$ cat src/rtl/alu_cmd_sequencer_if.sv
// ----------------------------------------------------------------------------
// alu_cmd_sequencer_if
// Bundles the three sides of the ALU command sequencer into one interface.
//   Command side : in_data[7:0], in_valid, in_ready
//   ALU side     : alu_in[7:0] (to ALU), alu_out[7:0] (from ALU)
//   Result side  : res_data[7:0], res_valid, res_ready, res_err
//   Status       : busy
// Modports:
//   slave  - the sequencer itself
//   master - the surrounding system (command source, ALU, result sink)
// ----------------------------------------------------------------------------
interface alu_cmd_sequencer_if;
  logic [7:0] in_data;
  logic       in_valid;
  logic       in_ready;
  logic [7:0] alu_in;
  logic [7:0] alu_out;
  logic [7:0] res_data;
  logic       res_valid;
  logic       res_ready;
  logic       res_err;
  logic       busy;

  modport slave (
    input  in_data, in_valid, alu_out, res_ready,
    output in_ready, alu_in, res_data, res_valid, res_err, busy
  );

  modport master (
    output in_data, in_valid, alu_out, res_ready,
    input  in_ready, alu_in, res_data, res_valid, res_err, busy
  );
endinterface

$ cat src/rtl/alu_cmd_sequencer.sv
// ----------------------------------------------------------------------------
// alu_cmd_sequencer
// Queues 8-bit ALU command bytes in a small FIFO and plays them one at a time
// into an external 8-bit ALU, capturing each ALU output byte as a result that
// is held until the downstream side accepts it.
//
// Command byte: [7:6] opcode (00 add, 01 sub, 10 mul, 11 div),
//               [5:3] operand B, [2:0] operand A.
//
// Ports:
//   clk  - single clock, rising edge
//   rst  - asynchronous active-high reset
//   bus  - alu_cmd_sequencer_if.slave:
//          in_data/in_valid/in_ready    command push (in_ready = not full)
//          alu_in / alu_out             external ALU drive and result
//          res_data/res_valid/res_ready result handshake
//          res_err                      result flagged erroneous
//          busy                         FIFO non-empty or sequencer active
//
// Parameter:
//   DEPTH - command FIFO entries (power of two, >= 2)
//
// Optional feature (macro ALU_SEQ_DIVZERO_GUARD_EN):
//   When defined, a popped divide with operand B == 0 never reaches the ALU;
//   it produces res_data = 0xFF with res_err = 1 directly. When undefined,
//   such commands are issued normally and res_err is constant 0.
// ----------------------------------------------------------------------------
module alu_cmd_sequencer #(
  parameter int DEPTH = 4
) (
  input  logic                 clk,
  input  logic                 rst,
  alu_cmd_sequencer_if.slave   bus
);

  localparam int PTR_W = $clog2(DEPTH);
  localparam logic [PTR_W-1:0] PTR_ONE  = 1;
  localparam logic [PTR_W:0]   CNT_ONE  = 1;
  localparam logic [PTR_W:0]   CNT_FULL = (PTR_W+1)'(DEPTH);

  typedef enum logic [1:0] {
    S_IDLE,
    S_ISSUE,
    S_SAMPLE,
    S_OUT
  } state_t;

  state_t           state, state_nxt;

  logic [7:0]       mem [DEPTH];
  logic [PTR_W-1:0] wr_ptr, rd_ptr;
  logic [PTR_W:0]   count;
  logic             empty, full;
  logic             push, pop;
  logic [7:0]       head;

  logic             load_cmd;
  logic             capture;
  logic             res_clr;
  logic             guard_hit;
  logic             guard_sel;

  logic [7:0]       alu_in_q;
  logic [7:0]       res_data_q;
  logic             res_vld;

  assign empty = (count == '0);
  assign full  = (count == CNT_FULL);
  assign head  = mem[rd_ptr];
  assign push  = bus.in_valid && !full;

  assign bus.in_ready  = !full;
  assign bus.alu_in    = alu_in_q;
  assign bus.res_data  = res_data_q;
  assign bus.res_valid = res_vld;
  assign bus.busy      = !empty || (state != S_IDLE);

`ifdef ALU_SEQ_DIVZERO_GUARD_EN
  logic res_err_q;

  function automatic logic is_div_zero(input logic [7:0] c);
    return (c[7:6] == 2'b11) && (c[5:3] == 3'b000);
  endfunction

  assign guard_sel   = is_div_zero(head);
  assign bus.res_err = res_err_q;

  always_ff @(posedge clk or posedge rst) begin
    if (rst) begin
      res_err_q <= 1'b0;
    end else if (guard_hit) begin
      res_err_q <= 1'b1;
    end else if (capture || res_clr) begin
      res_err_q <= 1'b0;
    end
  end
`else
  assign guard_sel   = 1'b0;
  assign bus.res_err = 1'b0;
`endif

  // Command FIFO: pointers wrap naturally because DEPTH is a power of two
  always_ff @(posedge clk or posedge rst) begin
    if (rst) begin
      wr_ptr <= '0;
      rd_ptr <= '0;
      count  <= '0;
    end else begin
      if (push) wr_ptr <= wr_ptr + PTR_ONE;
      if (pop)  rd_ptr <= rd_ptr + PTR_ONE;
      case ({push, pop})
        2'b10:   count <= count + CNT_ONE;
        2'b01:   count <= count - CNT_ONE;
        default: count <= count;
      endcase
    end
  end

  always_ff @(posedge clk) begin
    if (push) mem[wr_ptr] <= bus.in_data;
  end

  // Sequencer state register
  always_ff @(posedge clk or posedge rst) begin
    if (rst) state <= S_IDLE;
    else     state <= state_nxt;
  end

  // Next state: a pop happens from IDLE, or from OUT on the same edge that
  // retires the current result, so back-to-back commands cost 3 cycles each.
  always_comb begin
    state_nxt = state;
    pop       = 1'b0;
    load_cmd  = 1'b0;
    capture   = 1'b0;
    res_clr   = 1'b0;
    guard_hit = 1'b0;
    case (state)
      S_IDLE: begin
        if (!empty) begin
          pop = 1'b1;
          if (guard_sel) begin
            guard_hit = 1'b1;
            state_nxt = S_OUT;
          end else begin
            load_cmd  = 1'b1;
            state_nxt = S_ISSUE;
          end
        end
      end
      S_ISSUE: begin
        state_nxt = S_SAMPLE;
      end
      S_SAMPLE: begin
        capture   = 1'b1;
        state_nxt = S_OUT;
      end
      S_OUT: begin
        if (bus.res_ready) begin
          res_clr = 1'b1;
          if (!empty) begin
            pop = 1'b1;
            if (guard_sel) begin
              guard_hit = 1'b1;
              state_nxt = S_OUT;
            end else begin
              load_cmd  = 1'b1;
              state_nxt = S_ISSUE;
            end
          end else begin
            state_nxt = S_IDLE;
          end
        end
      end
      default: state_nxt = S_IDLE;
    endcase
  end

  // Issue stage: alu_in is the command register and only moves on a pop
  always_ff @(posedge clk or posedge rst) begin
    if (rst)           alu_in_q <= 8'h00;
    else if (load_cmd) alu_in_q <= head;
  end

  // Capture stage: guarded result takes priority over retiring the old one
  always_ff @(posedge clk or posedge rst) begin
    if (rst) begin
      res_data_q <= 8'h00;
      res_vld    <= 1'b0;
    end else if (capture) begin
      res_data_q <= bus.alu_out;
      res_vld    <= 1'b1;
    end else if (guard_hit) begin
      res_data_q <= 8'hFF;
      res_vld    <= 1'b1;
    end else if (res_clr) begin
      res_vld    <= 1'b0;
    end
  end

endmodule

$ cat src/flat_wrapper.sv
// flat-port wrapper written by rule: the top's interface ports become plain ports
module alu_cmd_sequencer_flat 
#(
  parameter int DEPTH = 4
)
  (clk, rst, bus_in_data, bus_in_valid, bus_alu_out, bus_res_ready, bus_in_ready, bus_alu_in, bus_res_data, bus_res_valid, bus_res_err, bus_busy);
  alu_cmd_sequencer_if bus_i ();
  input  logic clk;
  input  logic rst;
  input wire logic [$bits(bus_i.in_data)-1:0] bus_in_data;
  input wire logic [$bits(bus_i.in_valid)-1:0] bus_in_valid;
  input wire logic [$bits(bus_i.alu_out)-1:0] bus_alu_out;
  input wire logic [$bits(bus_i.res_ready)-1:0] bus_res_ready;
  output wire logic [$bits(bus_i.in_ready)-1:0] bus_in_ready;
  output wire logic [$bits(bus_i.alu_in)-1:0] bus_alu_in;
  output wire logic [$bits(bus_i.res_data)-1:0] bus_res_data;
  output wire logic [$bits(bus_i.res_valid)-1:0] bus_res_valid;
  output wire logic [$bits(bus_i.res_err)-1:0] bus_res_err;
  output wire logic [$bits(bus_i.busy)-1:0] bus_busy;
  assign bus_i.in_data = bus_in_data;
  assign bus_i.in_valid = bus_in_valid;
  assign bus_i.alu_out = bus_alu_out;
  assign bus_i.res_ready = bus_res_ready;
  assign bus_in_ready = bus_i.in_ready;
  assign bus_alu_in = bus_i.alu_in;
  assign bus_res_data = bus_i.res_data;
  assign bus_res_valid = bus_i.res_valid;
  assign bus_res_err = bus_i.res_err;
  assign bus_busy = bus_i.busy;
  alu_cmd_sequencer #(.DEPTH(DEPTH)) u_core (.clk(clk), .rst(rst), .bus(bus_i));
endmodule
$ cat config.mk
export PLATFORM = sky130hd
export DESIGN_NAME = alu_cmd_sequencer_flat
export DESIGN_NICKNAME = d
export VERILOG_FILES = /design/src/rtl/alu_cmd_sequencer_if.sv /design/src/rtl/alu_cmd_sequencer.sv /design/src/flat_wrapper.sv
export SDC_FILE = /design/constraint.sdc
export NUM_CORES = 1
export LEC_CHECK = 0
export CORE_MARGIN = 2
export CORE_UTILIZATION = 45
export CTS_CLUSTER_DIAMETER = 150
export DETAILED_ROUTE_END_ITERATION = 8
export PLACE_DENSITY = 0.69
export SLEW_MARGIN = 40
export SYNTH_ARGS = -nofsm -noshare
export SYNTH_HDL_FRONTEND = slang
export SYNTH_SLANG_ARGS = --single-unit
$ cat constraint.sdc
create_clock -name clk -period 2.42 [get_ports clk]
set_input_delay 0.363 -clock clk [delete_from_list [all_inputs] [get_ports clk]]
set_output_delay 0.363 -clock clk [all_outputs]
set_load 0.01 [all_outputs]
Word level (Yosys, flattened, before mapping):

Memories as Yosys holds them, arrays and structs flattened. A register that Yosys moved wholly into a read port is not among the register bits.
Cells that the tools add are included.

* output and inout port bits: 20
* memory bits (writable): 32
* logic and storage cells: 45
* input bits: 20
* bits in registers: 18
* memories: 1

Memories
* u_core.mem: depth 4, bits a word 8, rd ports 1, clocked after Yosys merged registers in 1, write ports 1, line alu_cmd_sequencer.sv:50 `logic [7:0] mem [DEPTH];`

* add/subtract/negate cells: 4
* equality and inequality tests: 8
* mux-type cells: 16
* reduce and logical (&&, ||, !) cells: 10

Operators with widths (count)
* $mux 1: 10
* $mux 8: 1
* $pmux 2 s4: 1
* $eq 2x2->1 const B: 3
* $pmux 3 s2: 1
* $reduce_bool 2->1: 3
* $add 2x1->2 const B: 2
* $eq 2x1->1 const B: 2
* $mux 2: 2
* $ne 2x2->1 const B: 2
* $add 3x1->3 const B: 1
* $eq 3x3->1 const B: 1
* $logic_not 3->1: 1
* $sub 3x1->3 const B: 1
* $logic_not 1->1: 2
* $logic_not 2->1: 1
* $pmux 1 s2: 1
* $reduce_and 2->1: 1
* $logic_and 1x1->1: 1
* $logic_or 1x1->1: 1

Logic depth before layout (Yosys ltp):

Gate-level depths: netlist of the first run.

* word-level depth: 6
* mapped depth: 9
* mapped depth without buffers: 9

Least setup slack after synthesis of the first run:

Ideal clock, no wire load.

* path kind: reg-to-reg
* start point: reg u_core.state[0]
* end point: reg u_core.count[1]
* data arrival time: 2.090 ns
* cell stages (with the launch flop): 7
* path slack: 0.205 ns
* data required time: 2.295 ns
* buffers on the path: 0
* library setup time: 0.125 ns
* clock period less this slack: 2.215 ns
* path through: dfrtp_1 -> inv_1 -> ha_1 -> nor3_4 -> ha_1 -> fa_1 -> mux2_2

* longest elaborated chain between the ends: 4
* elaborated cells between the ends (all ways): 7
* those cells by class: eq/ne: 3; mux: 2; reduce/logical: 2

Ends and longest elaborated chain
* from (decl): line alu_cmd_sequencer.sv:48 `state_t state, state_nxt;`
* from (signal assigned): line alu_cmd_sequencer.sv:126 `else state <= state_nxt;`
* $eq 2x2->1 / $logic_not 2->1 (equally long branches)
* $pmux 1 s2 (*)
* named net u_core.load_cmd: line alu_cmd_sequencer.sv:57 `logic load_cmd;`
* $eq 2x1->1 / $eq 2x2->1 (equally long branches): line alu_cmd_sequencer.sv:111 `case ({push, pop})`
* $pmux 3 s2 / $reduce_bool 2->1 (equally long branches)
* to (signal assigned): line alu_cmd_sequencer.sv:112 `2'b10: count <= count + CNT_ONE;`
* to (signal assigned): line alu_cmd_sequencer.sv:113 `2'b01: count <= count - CNT_ONE;`
* to (signal assigned): line alu_cmd_sequencer.sv:114 `default: count <= count;`
* to (decl): line alu_cmd_sequencer.sv:52 `logic [PTR_W:0] count;`

The timed path passes the listed nets; every way through them passes the cells marked *.
A chain may end at the register's enable or synchronous reset.

Worst setup path after layout of the first run:

* start point: reg u_core.state[0]
* end point: reg u_core.count[2]

Same word-level chain as after synthesis.

==> results of run 1 <==
[layer usage]
metal | global-route usage, % | part of all wire (%) | up-vias
met5 | 0 | 0 | -
met4 | 10.7 | 2.2 | 0
met3 | 4.24 | 6.0 | 8
met2 | 23.1 | 49 | 37
met1 | 18.3 | 43 | 648
li1 | - | - | 590
[through the flow]
stage | hold WS, ps | std cells
final | 401 | 256
after global routing | 436 | 256
after CTS | 395 | 256
after detailed placement | 474 | 240
after global placement | 462 | 240
after floorplan | 403 | 134
[final cells by class]
cell class,count,share of cell area (%)
well taps,70,2.85
repair buffers,40,12.9
flip-flops and latches,58,52.4
clock buffers,10,4.15
clock inverters,6,2.65
inverters,7,0.855
multi-input cells,65,24.1
[cells in the final DEF, fill, tap and decap left out, drive strengths merged]
cell type / count
nand2b: 2
a21oi: 1
and2: 2
fa: 1
ha: 9
xnor2: 3
conb: 1
bufinv: 2
clkbuf: 10
nor3: 2
edfxtp: 32
and3: 4
buf: 2
mux2: 18
or4b: 1
or3b: 1
nand2: 1
nand3: 1
inv: 7
a41oi: 1
a21o: 1
dlymetal6s2s: 1
dfrtp: 26
o21ai: 1
nor4b: 1
clkinv: 4
or2: 1
clkdlybuf4s50: 37
mux4: 8
nor2: 1
xor2: 3
a31oi: 1
[Yosys cell counts (2+ instances only)]
cell	number
mux4_2	8
and2_4	2
xor2_1	3
dfrtp_1	26
ha_1	9
nand2b_1	2
xnor2_1	3
edfxtp_1	32
mux2_2	17
and3_2	4
inv_1	7
[state kept, by name, summed over array words and instances, names as in the netlist]
name                  cells
u_core.wr_ptr             2
u_core.mem               32
u_core.bus.alu_in         8
u_core.rd_ptr             2
u_core.count              3
u_core.bus.res_data       8
u_core.bus.res_valid      1
u_core.state              2
[cells by family after synthesis]
group | count (synthesis) | share of synthesized area (%)
flops | 58 | 67.2
mux | 26 | 16.1
simple gates | 17 | 5.58
buf+inv | 11 | 1.93
fa+ha+maj | 10 | 5.53
xor+xnor | 6 | 2.19
compound gates | 5 | 1.36
other cells | 1 | 0.156
[power breakdown]
group          internal (W)  switching, W
Clock              0.000572      0.000348
Sequential          0.00140      0.000246
Combinational      0.000890      0.000598
Total               0.00286       0.00119
[critical path: stages, from the launching register on]
cell     delay [ps]
dfrtp_1         390
inv_1           100
ha_1            220
a21oi_1         260
nor3_4           60
ha_1            250
fa_1            440
xnor2_1         130
nor2_1          120
xor2_1          170
[worst paths after layout]
check	startpoint	to	slack [ps]	cells after the start
setup / recovery	u_core.state[0]	u_core.count[2]	190	9
min in group clk	u_core.bus.res_valid	u_core.bus.res_valid	480	1
hold / removal	rst	u_core.bus.alu_in[0]	400	3
hold reg to reg	u_core.bus.res_valid	u_core.bus.res_valid	480	1
setup reg to reg	u_core.state[0]	u_core.count[2]	190	9
max in group asynchronous	rst	u_core.count[1]	1760	3
==> flow_summary.toml, run 1 <==
[yosys]
avgSynthCellArea_um2 = 17.9
synth_top_area_share_pct = 40.0
synth_cells = 134
ys_seq_area_share_pct = 67.2
netlist_area_um2 = 2400
synth_top_area_cell = "edfxtp_1"
synth_seq_cells = 58
ys_types = 32
syn_nets = 164
yosysWarnings = 0
async_flop_share_pct = 44.8
synth_flop_cell = "edfxtp_1"
synth_edf_count = 32
synth_area_leaders = "edfxtp_1 40%, dfrtp_1 27%, mux2_2 8.0%, mux4_2 7.5%, ha_1 4.7%"

[clock_tree]
postCtsHoldBufs = 0
cts.repair.resized = 0
numCtsBuffers = 9
clk_latency_ps = 330
clk_pin_slew_ps = 70
cts_max_path_buffers = 2
htreeDepth = 3
cts_setup_buffers = 0
cts-root-buf = "clkbuf_8"
cts_sinks = 58
cts_tree = "built"

[timing]
hold_viol = 0
drv_slew = 0
min_period_ps = 2230
tightest_slew_ps = 606
max_slew_margin_pct = 59.6
setup_viol = 0
fin_ws_ps = 194
max_freq_mhz = 449
fin_crit_sh_pct = 92.0
rsz0062_at_grt = "no"
setup-tns-final_ps = 0
worst_clock_skew_ps = 12.0

[global_route]
antenna_found_initial = 0
grt_overflow = 0
grt_pass1_wl_mm = 6.49
grt_use_total_pct = 15.0
grt_start_max_net_pins = 27
grt_pass1_vias = 1344

[placement]
gp_congestion = 0.739
dpl.hpwl_mm = 2.84
port_buffers = 38
postPlaceCellArea_um2 = 2860
pre_cts_ws_ps = 43.3

[layout]
finalInstanceArea_um2 = 3070
antenna_cells = 0
seq_area_um2 = 1610
layout.nets = 211
drive_gt1_share_pct = 27.4
fillers = 406
multi_input_area_um2 = 742
syn2layout_area_growth_pct = 28.1
final_util_pct = 59.8

[setup_path]
path_class = "register to register"
path_max_fanout = 4
crit_required_ps = 2660
end_kind = "register"
arrival_ps = 2470
start_kind = "register"

[outcome]
status = "complete, no violations"

[floorplan]
die_x_um = 77.0
core_um2 = 5140
start_util_pct = 46.7
dieHeight_um = 77.0
die_area_um2 = 5930
ioPinCount = 40
row_count = 26

[detailed_routing]
ant_nets = 0
wirelength_mm = 4.01
drc = 0
wire_per_inst_um = 15.7
viasPerCell = 5.01
vias = 1283
first_pass_iters = 4
drt_iter0_drc = 54

[power]
peakVddDrop_mv = 0.613
p_per_area_nw_per_um2 = 1320
p_leak_nw = 1.19
totalPowerFinal_w = 0.00406

[hold_path]
hold_class = "primary input to async pin"

[flow_run]
max-cap-violations = 0
Power figures use the tool's default switching activity.
==> inputs of run 2 (changes only) <==
--- a/config.mk
+++ b/config.mk
@@ -5,10 +5,13 @@
 export SDC_FILE = /design/constraint.sdc
 export NUM_CORES = 1
 export LEC_CHECK = 0
+export CAP_MARGIN = 20
 export CORE_MARGIN = 2
 export CORE_UTILIZATION = 45
 export CTS_CLUSTER_DIAMETER = 150
+export CTS_CLUSTER_SIZE = 40
 export DETAILED_ROUTE_END_ITERATION = 8
+export GPL_ROUTABILITY_DRIVEN = 0
 export PLACE_DENSITY = 0.69
 export SLEW_MARGIN = 40
 export SYNTH_ARGS = -nofsm -noshare
==> results of run 2 <==
Same layout as run 1: the final DEF is identical, and so are final timing and power.
